`src/rtl/cache_req_arbiter.sv`:
```
// Round-robin arbiter sharing one cache pipeline between NUM_REQ requesters, with in-order response routing.
// Optional per-requester grant counters when CACHE_ARB_PERF_EN is defined.
module cache_req_arbiter #(
    parameter int NUM_REQ     = 4,
    parameter int TAGS_WIDTH  = 48,
    parameter int DATA_WIDTH  = 512,
    parameter int ORDER_DEPTH = 8,
    parameter int IDW         = $clog2(NUM_REQ)
) (
    input  logic                          clk,
    input  logic                          rst,
    input  logic [NUM_REQ*TAGS_WIDTH-1:0] req_addr_tdata,
    input  logic [NUM_REQ-1:0]            req_addr_tvalid,
    output logic [NUM_REQ-1:0]            req_addr_tready,
    output logic [DATA_WIDTH-1:0]         rsp_data_tdata,
    output logic [NUM_REQ-1:0]            rsp_data_tvalid,
    input  logic [NUM_REQ-1:0]            rsp_data_tready,
`ifdef CACHE_ARB_PERF_EN
    input  logic                          perf_clr,
    output logic [NUM_REQ*32-1:0]         grant_cnt,
`endif
    output logic [TAGS_WIDTH-1:0]         cache_addr_tdata,
    output logic                          cache_addr_tvalid,
    input  logic                          cache_addr_tready,
    input  logic [DATA_WIDTH-1:0]         cache_data_tdata,
    input  logic                          cache_data_tvalid,
    output logic                          cache_data_tready,
    output logic [$clog2(ORDER_DEPTH+1)-1:0] outstanding,
    output logic                          orphan_err
);
    localparam int PTRW = $clog2(ORDER_DEPTH);
    localparam int CNTW = $clog2(ORDER_DEPTH+1);

    logic [NUM_REQ-1:0][TAGS_WIDTH-1:0] req_tags;
    logic [IDW-1:0]  last_grant, winner, idx, head;
    logic            any_vld, load_ok, accept, pop, fifo_empty;
    logic [PTRW-1:0] wr_ptr, rd_ptr;
    logic [IDW-1:0]  ord_mem [ORDER_DEPTH];

    assign req_tags = req_addr_tdata;

    // Rotating priority: search begins just after the last winner.
    always_comb begin
        any_vld = 1'b0;
        winner  = '0;
        idx     = '0;
        for (int k = 1; k <= NUM_REQ; k++) begin
            idx = IDW'((int'(last_grant) + k) % NUM_REQ);
            if (!any_vld && req_addr_tvalid[idx]) begin
                any_vld = 1'b1;
                winner  = idx;
            end
        end
    end

    assign fifo_empty = (outstanding == '0);
    assign head       = ord_mem[rd_ptr];
    assign pop        = !fifo_empty && cache_data_tvalid && rsp_data_tready[head];
    // A same-cycle pop frees a slot, so a full FIFO can still accept.
    assign load_ok    = !rst && (!cache_addr_tvalid || cache_addr_tready) &&
                        ((outstanding - CNTW'(pop)) < CNTW'(ORDER_DEPTH));
    assign accept     = load_ok && any_vld;

    assign req_addr_tready   = accept ? (NUM_REQ'(1) << winner) : '0;
    assign rsp_data_tdata    = cache_data_tdata;
    assign rsp_data_tvalid   = (!fifo_empty && cache_data_tvalid) ? (NUM_REQ'(1) << head) : '0;
    // Beats with nothing outstanding are swallowed and flagged as orphans.
    assign cache_data_tready = rst ? 1'b0 : (fifo_empty ? 1'b1 : rsp_data_tready[head]);

    always_ff @(posedge clk or posedge rst) begin
        if (rst) begin
            cache_addr_tvalid <= 1'b0;
            cache_addr_tdata  <= '0;
            last_grant        <= IDW'(NUM_REQ-1);
            wr_ptr            <= '0;
            rd_ptr            <= '0;
            outstanding       <= '0;
            orphan_err        <= 1'b0;
        end else begin
            if (accept) begin
                cache_addr_tvalid <= 1'b1;
                cache_addr_tdata  <= req_tags[winner];
                last_grant        <= winner;
                wr_ptr            <= wr_ptr + 1'b1;
            end else if (cache_addr_tready) begin
                cache_addr_tvalid <= 1'b0;
            end
            if (pop)
                rd_ptr <= rd_ptr + 1'b1;
            outstanding <= outstanding + CNTW'(accept) - CNTW'(pop);
            if (fifo_empty && cache_data_tvalid)
                orphan_err <= 1'b1;
        end
    end

    always_ff @(posedge clk) begin
        if (accept)
            ord_mem[wr_ptr] <= winner;
    end

`ifdef CACHE_ARB_PERF_EN
    logic [NUM_REQ-1:0][31:0] cnt_q;
    assign grant_cnt = cnt_q;

    for (genvar g = 0; g < NUM_REQ; g++) begin : g_perf
        always_ff @(posedge clk or posedge rst) begin
            if (rst)
                cnt_q[g] <= '0;
            else if (perf_clr)
                cnt_q[g] <= '0;
            else if (req_addr_tready[g] && req_addr_tvalid[g] && (cnt_q[g] != 32'hFFFF_FFFF))
                cnt_q[g] <= cnt_q[g] + 32'd1;
        end
    end
`endif
endmodule
```
`config.mk`:
```
export PLATFORM = sky130hd
export DESIGN_NAME = cache_req_arbiter
export DESIGN_NICKNAME = d
export VERILOG_FILES = /design/src/rtl/cache_req_arbiter.sv
export SDC_FILE = /design/constraint.sdc
export NUM_CORES = 1
export LEC_CHECK = 0
export CAP_MARGIN = 20
export CORE_AREA = 2 2 505 507
export CTS_CLUSTER_DIAMETER = 200
export CTS_CLUSTER_SIZE = 12
export DETAILED_ROUTE_END_ITERATION = 8
export DIE_AREA = 0 0 507 509
export PLACE_DENSITY_LB_ADDON = 0.2
export SETUP_SLACK_MARGIN = 0.5
export SYNTH_ARGS = -nofsm -noshare
export SYNTH_HDL_FRONTEND = slang
export SYNTH_SLANG_ARGS = --single-unit
```
`constraint.sdc`:
```
create_clock -name clk -period 9.4 [get_ports clk]
set_clock_uncertainty 0.05 [all_clocks]
set_input_delay 1.41 -clock clk [delete_from_list [all_inputs] [get_ports clk]]
set_output_delay 1.41 -clock clk [all_outputs]
set_load 0.01 [all_outputs]
```
### Word-level counts from Yosys, hierarchy flattened

Memories as Yosys holds them, arrays and structs flattened.
Cells that the tools add are included.

| cells by class | value |
|---|---|
| add/subtract/negate cells | 9 |
| $mul | 0 |
| divide/modulo/power cells | 0 |
| magnitude comparators | 7 |
| equality and inequality tests | 0 |
| shift-type cells | 2 |
| mux-type cells | 28 |
| bitwise gates (word level) | 0 |
| reduce and logical (&&, ||, !) cells | 18 |

Operator list:

| operator | count |
|---|---|
| binary-select mux 48 bit (select 2 bit) | 1 |
| 2-to-1 mux 48 bit | 1 |
| less-than comparator 2 x 3 -> 1 bit, second input constant | 6 |
| 2-to-1 mux 1 bit | 15 |
| binary-select mux 1 bit (select 2 bit) | 5 |
| logical AND 1 bit | 9 |
| 2-to-1 mux 2 bit | 4 |
| 2-to-1 mux 4 bit | 2 |
| left shift 1 x 2 -> 4 bit, first input constant | 2 |
| subtractor 4 x 1 -> 4 bit | 2 |
| adder 3 x 1 -> 3 bit, second input constant | 2 |
| zero test 1 bit | 6 |
| adder 2 x 1 -> 2 bit, second input constant | 2 |
| adder 2 bit, second input constant | 2 |
| adder 4 x 1 -> 4 bit | 1 |
| zero test 4 bit | 1 |
| less-than comparator 4 bit, second input constant | 1 |
| nonzero test 2 bit | 1 |
| logical OR 1 bit | 1 |

| storage, ports and cells | value |
|---|---|
| bits in registers | 62 |
| bits in latches | 0 |
| bits in writable memories | 16 |
| bits in read-only memories | 0 |
| input bits | 716 |
| output and inout port bits | 575 |
| logic and storage cells | 72 |
| memories kept | 1 |

Memories:

| memory | words | bits a word | rd ports | clocked after memory_dff | write ports | line | text |
|---|---|---|---|---|---|---|---|
| ord_mem | 8 | 2 | 1 | 0 | 1 | 38 | `logic [IDW-1:0] ord_mem [ORDER_DEPTH];` |

### Depth between registers and ports, before layout

Gate-level depths: netlist of the first run.

| logic depth | value |
|---|---|
| depth after elaboration | 16 |
| depth in mapped cells | 16 |
| depth with buffers taken out | 15 |

### Worst setup path before layout of the first run

Ideal clock, no wire load.

| timing | value |
|---|---|
| kind | input-to-output |
| from | in req_addr_tvalid[1] |
| to | out req_addr_tready[0] |
| arrival time | 3.058 ns |
| data required time | 7.940 ns |
| slack | 4.882 ns |
| stages on the path | 8 |
| buffers on the path | 2 |
| cell sequence | nor2b_1 -> a21oi_1 -> nor2_1 -> a211oi_1 -> clkbuf_1 -> buf_1 -> inv_1 -> nor3_1 |

| on the way | value |
|---|---|
| longest elaborated chain between the ends | 14 |
| elaborated cells on any way between the ends | 25 |
| those cells by class | shift (1); mux (17); reduce/logical (7) |

RTL lines:

| element | line | text |
|---|---|---|
| from (decl) | 13 | `input logic [NUM_REQ-1:0] req_addr_tvalid,` |
| binary-select mux 1 bit (select 2 bit) | 49 | `if (!any_vld && req_addr_tvalid[idx]) begin` |
| 2-to-1 mux 1 bit (implied by the code) | 49 |  |
| 2-to-1 mux 1 bit | 49 |  |
| zero test 1 bit | 49 |  |
| logical AND 1 bit | 49 |  |
| 2-to-1 mux 1 bit | 49 |  |
| zero test 1 bit | 49 |  |
| logical AND 1 bit | 49 |  |
| 2-to-1 mux 1 bit | 49 |  |
| zero test 1 bit | 49 |  |
| logical AND 1 bit | 49 |  |
| 2-to-1 mux 2 bit * | 49 |  |
| via winner[0] | 35 | `logic [IDW-1:0] last_grant, winner, idx, head;` |
| left shift 1 x 2 -> 4 bit * | 64 | `assign req_addr_tready = accept ? (NUM_REQ'(1) << winner) : '0;` |
| 2-to-1 mux 4 bit * | 64 |  |
| to (decl) | 14 | `output logic [NUM_REQ-1:0] req_addr_tready,` |

Mark *: on every way through the listed nets, which the timed path passes. The rest lies on a longest branch. The select of a mux whose other input is x is not followed.

### Worst setup path in the final report of the first run

| timing | value |
|---|---|
| from | reg rd_ptr[0] |
| to | out req_addr_tready[1] |

| on the way | value |
|---|---|
| longest elaborated chain between the ends | 9 |

RTL lines:

| element | line | text |
|---|---|---|
| from (decl) | 37 | `logic [PTRW-1:0] wr_ptr, rd_ptr;` |
| from (signal assigned) | 89 | `rd_ptr <= rd_ptr + 1'b1;` |
| memory (8 x 2 bit) | n/a |  |
| binary-select mux 1 bit (select 2 bit) | 58 | `assign pop = !fifo_empty && cache_data_tvalid && rsp_data_tready[head];` |
| 2-to-1 mux 1 bit (implied by the code) | 58 |  |
| logical AND 1 bit | 58 |  |
| subtractor 4 x 1 -> 4 bit | 61 | `((outstanding - CNTW'(pop)) < CNTW'(ORDER_DEPTH));` |
| less-than comparator 4 bit | 61 |  |
| logical AND 1 bit | 60 | `assign load_ok = !rst && (!cache_addr_tvalid \|\| cache_addr_tready) &&` |
| logical AND 1 bit | 62 | `assign accept = load_ok && any_vld;` |
| 2-to-1 mux 4 bit | 64 |  |

Every way passes these cells. The select of a mux whose other input is x is not followed.

==> run_results.csv, run 1 <==
group,metric,value,unit
sta,post-route-period-util,0.659,
synth,netlist.top_cell.by_area,"sky130_fd_sc_hd__buf_4",
sta,unrepaired_setup_endpoints_after_global_routing,"false",
critical_path,worst_path_max_delay_cell,"sky130_fd_sc_hd__clkdlybuf4s50_1",
route,routedWlPerCell,31.2,um
critical_path,crit_path_end_kind,"output port",
critical_path,crit-reg2reg-capture,"outstanding[2]$_DFF_PP0_",
sta,relSlewSlack,0.390,
sta,worst_pin_slew,0.912,ns
global_routing,grt_pass1_vias,5587,
clock_tree,cts.sink_count,78,
critical_path,worst-setup-path-type,"reg -> out",
critical_path,timing.reg2reg.setup_slack,4.92,ns
sta,setup_tns,0,ns
synth,synthesis.instances,902,
finish,n_antenna_cell,0,
global_routing,grt_overflow_total,0,
place,finalWeightedCongestion,0.764,
route,drtPass1Iterations,4,
global_routing,grt_antenna_before_repair,4,
synth,synthesis.nets,1627,
sta,fmax,161,MHz
floorplan,design.portCount,1291,
status,run_status,"finished clean",
synth,yosysWarningCount,0,
finish,syn_to_final_growth,37.2,%
route,wl,126000,um
floorplan,design.die.area,258000,um^2
critical_path,rr_startpoint,"rd_ptr[0]$_DFFE_PP0N_",
place,io_buffer_count,266,
synth,postSynthAreaPerCell,9.71,um^2
synth,synth_area,8760,um^2
floorplan,start_util,0.0347,
route,drt_iter0_drc,259,
route,detail_route.drc_violations,0,
place,dpl.hpwl,118000,um
critical_path,cp_data_required_time,7.94,ns
clock_tree,htreeDepth,3,
critical_path,crit_family,"multiplexers",
route,antenna_violating_nets_post_route,0,
synth,number_of_flops_mapped_to_enable_cells_by_yosys,16,
route,vias_per_cell,1.29,
clock_tree,clock_tree.buffer_depth,2,
critical_path,critPathMostFrequentCell,"sky130_fd_sc_hd__mux4_2",
critical_path,nature_of_the_critical_path_startpoint,"register",
floorplan,die_h,509,um
finish,drive_above_1_share,0.0674,
pwr,vdd.ir_drop.worst,0.0775,mV
pwr,post-layout-total-power,2.36,mW
route,vias,5192,
sta,timing.final.setup_violations,0,
clock_tree,post_cts_setup_buffers,0,
global_routing,largest_net_degree_at_the_start_of_global_routing,55,
clock_tree,cts_resized,0,
finish,fin_nets,1373,
floorplan,rows,185,
clock_tree,numCtsBuffers,9,
critical_path,critical_path.cell_chain,"mux2_1, mux4_2, mux4_2, a211o_4, nand2_8, inv_4, nor3_2, clkdlybuf4s50_1",
critical_path,critPathMaxFanout,54,
global_routing,grt_pass1_wl,137000,um
critical_path,timing.critical_path.depth,8,
critical_path,worst_setup_path_startpoint,"rd_ptr[0]$_DFFE_PP0N_",
clock_tree,ctsRootBufferMaster,"sky130_fd_sc_hd__clkbuf_16",
sta,hold_violations,0,
critical_path,timing.reg2reg.worst_path_depth,12,
synth,synth.distinct_cells,39,
critical_path,path_buf_inv,2,
sta,slew_viol_final,0,
synth,synth_sequential_area_ratio,0.232,
clock_tree,hold_buf_count_cts,0,
critical_path,crit_arrival,4.74,ns
critical_path,critPathCapture,"req_addr_tready[1]",
pwr,cellLeakagePower,3.41,nW
floorplan,core,253000,um^2
clock_tree,worst_setup_hold_path_clk_slew,0.08,ns
floorplan,die_w,507,um
synth,dominantRegCellSynth,"sky130_fd_sc_hd__dfrtp_1",
global_routing,grt.total_usage,0.0925,
pwr,power.density_cell_area,196,nW/um^2
clock_tree,clock_latency,0.39,ns
worst_hold_path,worstHoldStart,"cache_addr_tdata[3]$_DFFE_PP0P_",
synth,synthArstFlopShare,0.795,
synth,synth-seq-cells,78,
synth,synth_top_cells_by_area,"sky130_fd_sc_hd__buf_4 (44%), sky130_fd_sc_hd__dfrtp_1 (17%), sky130_fd_sc_hd__mux2i_1 (16%), sky130_fd_sc_hd__mux2_1 (6.6%), sky130_fd_sc_hd__edfxtp_1 (5.5%)",
clock_tree,tritoncts,"done",
worst_hold_path,min_path_type,"reg -> reg",
job,max_cap_viol_count,0,
synth,synth.top_cell.area_share,0.439,
critical_path,timing.critical_path.slowest_cell_delay,0.66,ns
sta,final.min_clock_period,6.20,ns
## cell usage after synthesis (3+ instances only)
| cell type | count |
|---|---|
| sky130_fd_sc_hd__buf_1 | 6 |
| sky130_fd_sc_hd__clkbuf_1 | 13 |
| sky130_fd_sc_hd__mux2_2 | 5 |
| sky130_fd_sc_hd__xnor2_1 | 3 |
| sky130_fd_sc_hd__buf_4 | 512 |
| sky130_fd_sc_hd__nor3_1 | 5 |
| sky130_fd_sc_hd__nand2b_1 | 4 |
| sky130_fd_sc_hd__and3_1 | 3 |
| sky130_fd_sc_hd__nor2_1 | 8 |
| sky130_fd_sc_hd__mux4_2 | 4 |
| sky130_fd_sc_hd__inv_1 | 12 |
| sky130_fd_sc_hd__a21oi_1 | 4 |
| sky130_fd_sc_hd__mux2i_1 | 144 |
| sky130_fd_sc_hd__nor2b_1 | 4 |
| sky130_fd_sc_hd__dfrtp_1 | 60 |
| sky130_fd_sc_hd__buf_6 | 7 |
| sky130_fd_sc_hd__nor4_1 | 3 |
| sky130_fd_sc_hd__nand2_1 | 5 |
| sky130_fd_sc_hd__mux2_1 | 51 |
| sky130_fd_sc_hd__edfxtp_1 | 16 |
| sky130_fd_sc_hd__xor2_1 | 3 |
| sky130_fd_sc_hd__ha_1 | 8 |
## routing by layer
layer  up-vias  global-route usage  wire length [um]  share of wire
li1       1947                   -                 -              -
met1      2151              0.0396             19000           0.15
met2       937               0.151             58800           0.47
met3       149               0.154             44300           0.35
met4         8              0.0248              3130          0.025
met5         -              0.0119               402         0.0032
## where the power goes
group          switching (mW)  internal [mW]
sequential              0.113          0.507
combinational           0.684          0.668
clock                   0.202          0.188
## final cells by class
type	instances	area, um^2
fill	29904	241000
tap	3366	4210
timing repair buffer	273	2720
multi-input combinational	273	2710
sequential	78	2030
clock buffer	9	225
clock inverter	7	71.3
inverter	13	53.8
## worst reg2reg max path, stage by stage (launching register included)
cell and delay (ns):
sky130_fd_sc_hd__dfrtp_1 0.62, sky130_fd_sc_hd__mux2_1 0.38, sky130_fd_sc_hd__mux4_2 0.60, sky130_fd_sc_hd__mux4_2 0.63, sky130_fd_sc_hd__a211o_4 0.43, sky130_fd_sc_hd__nand2_8 0.35, sky130_fd_sc_hd__inv_4 0.17, sky130_fd_sc_hd__ha_1 0.33
sky130_fd_sc_hd__inv_1 0.06, sky130_fd_sc_hd__ha_1 0.16, sky130_fd_sc_hd__inv_1 0.06, sky130_fd_sc_hd__fa_1 0.37, sky130_fd_sc_hd__xor2_1 0.17
## layout by cell type, fill, tap and decap left out, drive strengths merged, types with 4 or more instances in the layout
cell,count
a21oi,4
buf,7
clkbuf,9
clkdlybuf4s50,266
dfrtp,60
edfxtp,16
ha,8
inv,19
mux2,56
mux2i,144
mux4,4
nand2,6
nand2b,4
nor2,8
nor2b,4
nor3,5
nor4b,4
## flip-flops by register name, indices dropped and copies added (netlist names)
signal,flops
ord_mem,16
cache_addr_tvalid,1
wr_ptr,3
cache_addr_tdata,48
last_grant,2
outstanding,4
orphan_err,1
rd_ptr,3
## stage by stage
step | hold slack (ns) | setup slack [ns] | std cells | util | instance area (um^2)
final | 0.439 | 3.20 | 4019 | 0.0476 | 12000
after global routing | 0.448 | 2.80 | 4019 | 0.0476 | 12000
after CTS | 0.444 | 2.70 | 4019 | 0.0476 | 12000
after detailed placement | 0.425 | 2.83 | 4003 | 0.0464 | 11700
after global placement | 0.403 | 2.86 | 4003 | 0.0464 | 11700
after floorplan | 0.422 | 4.88 | 902 | - | 8760
## worst min-delay path by stage
stage | end | slack [ns] | cells past startpoint
final | cache_addr_tdata[3]$_DFFE_PP0P_ | 0.44 | 1
after global routing | cache_addr_tdata[39]$_DFFE_PP0P_ | 0.45 | 1
after CTS | cache_addr_tdata[3]$_DFFE_PP0P_ | 0.44 | 1
after detailed placement | cache_addr_tdata[3]$_DFFE_PP0P_ | 0.43 | 1
after global placement | orphan_err$_DFFE_PP0P_ | 0.40 | 1
after floorplan | last_grant[0]$_DFFE_PP1P_ | 0.42 | 2
## logic make-up (layout without fill, tap and decap cells)
group / Yosys count / count (layout) / share of synthesized area
buffers and inverters: 551 / 302 / 0.462
muxes: 204 / 204 / 0.247
DFF: 78 / 78 / 0.232
and+or+nand+nor: 42 / 42 / 0.0300
AOI/OAI and AO/OA: 12 / 12 / 0.00971
adders and majority gates: 9 / 9 / 0.0137
xor gates and xnor gates: 6 / 6 / 0.00600
No activity file was read; power rests on OpenSTA's default activity.
==> run 2: changes to the inputs <==
Settings changed: CORE_AREA 2 2 505 507 to 2 2 502 504, DIE_AREA 0 0 507 509 to 0 0 504 506.
Clock period 9.4 ns to 5.5 ns, I/O delays scaled along.
==> run_results.csv, run 2 (synthesized netlist as in run 1, its figures left out) <==
group,metric,value,unit
critical_path,worst_setup_path_startpoint,"rd_ptr[0]$_DFFE_PP0N_",
critical_path,crit_arrival,3.82,ns
route,drtPass1Iterations,4,
global_routing,grt_pass1_vias,5642,
route,routedWlPerCell,30.0,um
critical_path,rr_startpoint,"rd_ptr[0]$_DFFE_PP0N_",
critical_path,timing.reg2reg.worst_path_depth,8,
finish,drive_above_1_share,0.0832,
job,max_cap_viol_count,0,
route,vias_per_cell,1.32,
global_routing,grt_overflow_total,0,
route,wl,120000,um
floorplan,design.portCount,1291,
finish,syn_to_final_growth,38.2,%
place,dpl.hpwl,113000,um
critical_path,crit-reg2reg-capture,"cache_addr_tdata[15]$_DFFE_PP0P_",
clock_tree,clock_latency,0.43,ns
global_routing,grt_antenna_before_repair,6,
place,io_buffer_count,266,
finish,fin_nets,1381,
clock_tree,tritoncts,"done",
global_routing,largest_net_degree_at_the_start_of_global_routing,43,
sta,fin_ws,0.806,ns
critical_path,crit_path_end_kind,"output port",
clock_tree,ctsRootBufferMaster,"sky130_fd_sc_hd__clkbuf_16",
global_routing,use_met1,0.0395,
critical_path,critPathMaxFanout,13,
status,run_status,"finished clean",
floorplan,start_util,0.0350,
critical_path,nature_of_the_critical_path_startpoint,"register",
sta,relSlewSlack,0.497,
clock_tree,hold_buf_count_cts,0,
global_routing,grt_pass1_wl,133000,um
route,vias,5299,
finish,largest_register_ff_count,48,
global_routing,grt_use_met2,0.151,
clock_tree,post_cts_setup_buffers,0,
place,finalWeightedCongestion,0.809,
clock_tree,numCtsBuffers,9,
clock_tree,htreeDepth,3,
sta,unrepaired_setup_endpoints_after_global_routing,"false",
sta,setup_tns,0,ns
pwr,vdd.ir_drop.worst,0.164,mV
finish,register_containing_the_most_flip_flops_in_the_final_layout,"cache_addr_tdata",
route,detail_route.drc_violations,0,
pwr,cellLeakagePower,3.45,nW
route,drt_iter0_drc,235,
sta,hold_violations,0,
critical_path,worst-setup-path-type,"reg -> out",
sta,worst_pin_slew,0.755,ns
route,antenna_violating_nets_post_route,0,
global_routing,grt_busiest_layer,"met2",
floorplan,rows,184,
worst_hold_path,min_path_type,"reg -> reg",
critical_path,cp_data_required_time,4.62,ns
floorplan,die_w,504,um
pwr,power.density_cell_area,339,nW/um^2
sta,fin_hold_ws,0.416,ns
global_routing,global_route_track_usage_on_met3,0.150,
clock_tree,worst_setup_hold_path_clk_slew,0.08,ns
finish,final_common_cell,"sky130_fd_sc_hd__clkdlybuf4s50_1",
sta,timing.final.setup_violations,0,
critical_path,critPathCapture,"req_addr_tready[0]",
global_routing,grt.total_usage,0.0905,
clock_tree,cts.sink_count,78,
floorplan,design.die.area,255000,um^2
sta,post-route-period-util,0.853,
clock_tree,clock_tree.buffer_depth,2,
sta,slew_viol_final,0,
critical_path,timing.reg2reg.setup_slack,1.52,ns
floorplan,die_h,506,um
sta,fmax,213,MHz
finish,layout_common_cells,"sky130_fd_sc_hd__clkdlybuf4s50_1 (265), sky130_fd_sc_hd__mux2i_1 (144), sky130_fd_sc_hd__dfrtp_1 (59), sky130_fd_sc_hd__mux2_1 (51), sky130_fd_sc_hd__edfxtp_1 (16)",
place,pre_cts_slack,0.508,ns
finish,layout_top_registers,"cache_addr_tdata (48), ord_mem (16), outstanding (4)",
floorplan,core,250000,um^2
sta,final.min_clock_period,4.69,ns
-- run 2: changes by cell type in the layout (fill, tap and decap cells not counted), moves of 2 or more --
cell,change
sky130_fd_sc_hd__buf_12,+4
sky130_fd_sc_hd__buf_4,+5
sky130_fd_sc_hd__diode_2,+2
sky130_fd_sc_hd__clkinvlp_4,+3
sky130_fd_sc_hd__inv_6,-3
-- run 2: where the power goes --
group          total [mW]  switching [mW]  internal [mW]  leakage [nW]
clock               0.679           0.363          0.316         0.133
sequential           1.08           0.212          0.867         0.869
combinational        2.35            1.15           1.19          2.45
-- run 2: critical path: stages (launching register included) --
cell                              delay [ns]
sky130_fd_sc_hd__dfrtp_2                0.49
sky130_fd_sc_hd__mux2_1                 0.34
sky130_fd_sc_hd__mux4_2                 0.55
sky130_fd_sc_hd__mux4_2                 0.55
sky130_fd_sc_hd__a211o_4                0.41
sky130_fd_sc_hd__nand2_8                0.09
sky130_fd_sc_hd__inv_4                  0.10
sky130_fd_sc_hd__nor3_2                 0.26
sky130_fd_sc_hd__clkdlybuf4s50_1        0.60
-- run 2: area by class of cell --
| type | instances | area, um^2 |
|---|---|---|
| diodes | 2 | 5.00 |
| clock buffers | 9 | 225 |
| clock inverters | 7 | 62.6 |
| fillers | 29751 | 238000 |
| inverters | 13 | 53.8 |
| multi-input cells | 273 | 2720 |
| flip-flops and latches | 78 | 2040 |
| well taps | 3348 | 4190 |
| repair buffers | 281 | 2820 |
-- run 2: worst min path at each step --
stage / start / to / slack (ns) / depth (start not counted)
final: orphan_err$_DFFE_PP0P_ / orphan_err$_DFFE_PP0P_ / 0.42 / 1
after global routing: orphan_err$_DFFE_PP0P_ / orphan_err$_DFFE_PP0P_ / 0.45 / 1
after CTS: orphan_err$_DFFE_PP0P_ / orphan_err$_DFFE_PP0P_ / 0.43 / 1
after detailed placement: orphan_err$_DFFE_PP0P_ / orphan_err$_DFFE_PP0P_ / 0.41 / 1
after global placement: orphan_err$_DFFE_PP0P_ / orphan_err$_DFFE_PP0P_ / 0.40 / 1
after floorplan: last_grant[0]$_DFFE_PP1P_ / last_grant[0]$_DFFE_PP1P_ / 0.42 / 2
-- run 2: through the flow --
step                std cells  total power [mW]    util  instance area (um^2)
floorplan                 902              2.65       -                  8760
global placement         3993              3.58  0.0473                 11800
detailed placement       3993              3.55  0.0473                 11800
CTS                      4009              4.31  0.0484                 12100
global route             4009              4.47  0.0484                 12100
finish                   4011              4.10  0.0484                 12100
-- run 2: routing by layer --
metal  wire length, um  vias up
met4              1680       18
met3             41400      122
li1                  -     1965
met5               785        -
met2             57300      968
met1             19100     2226
-- run 2: repair_timing --
action	in CTS	in global routing
endpoints found under the setup margin	1	1
resized for setup	1	1
pin swaps	0	0
endpoints found under the hold margin	0	0
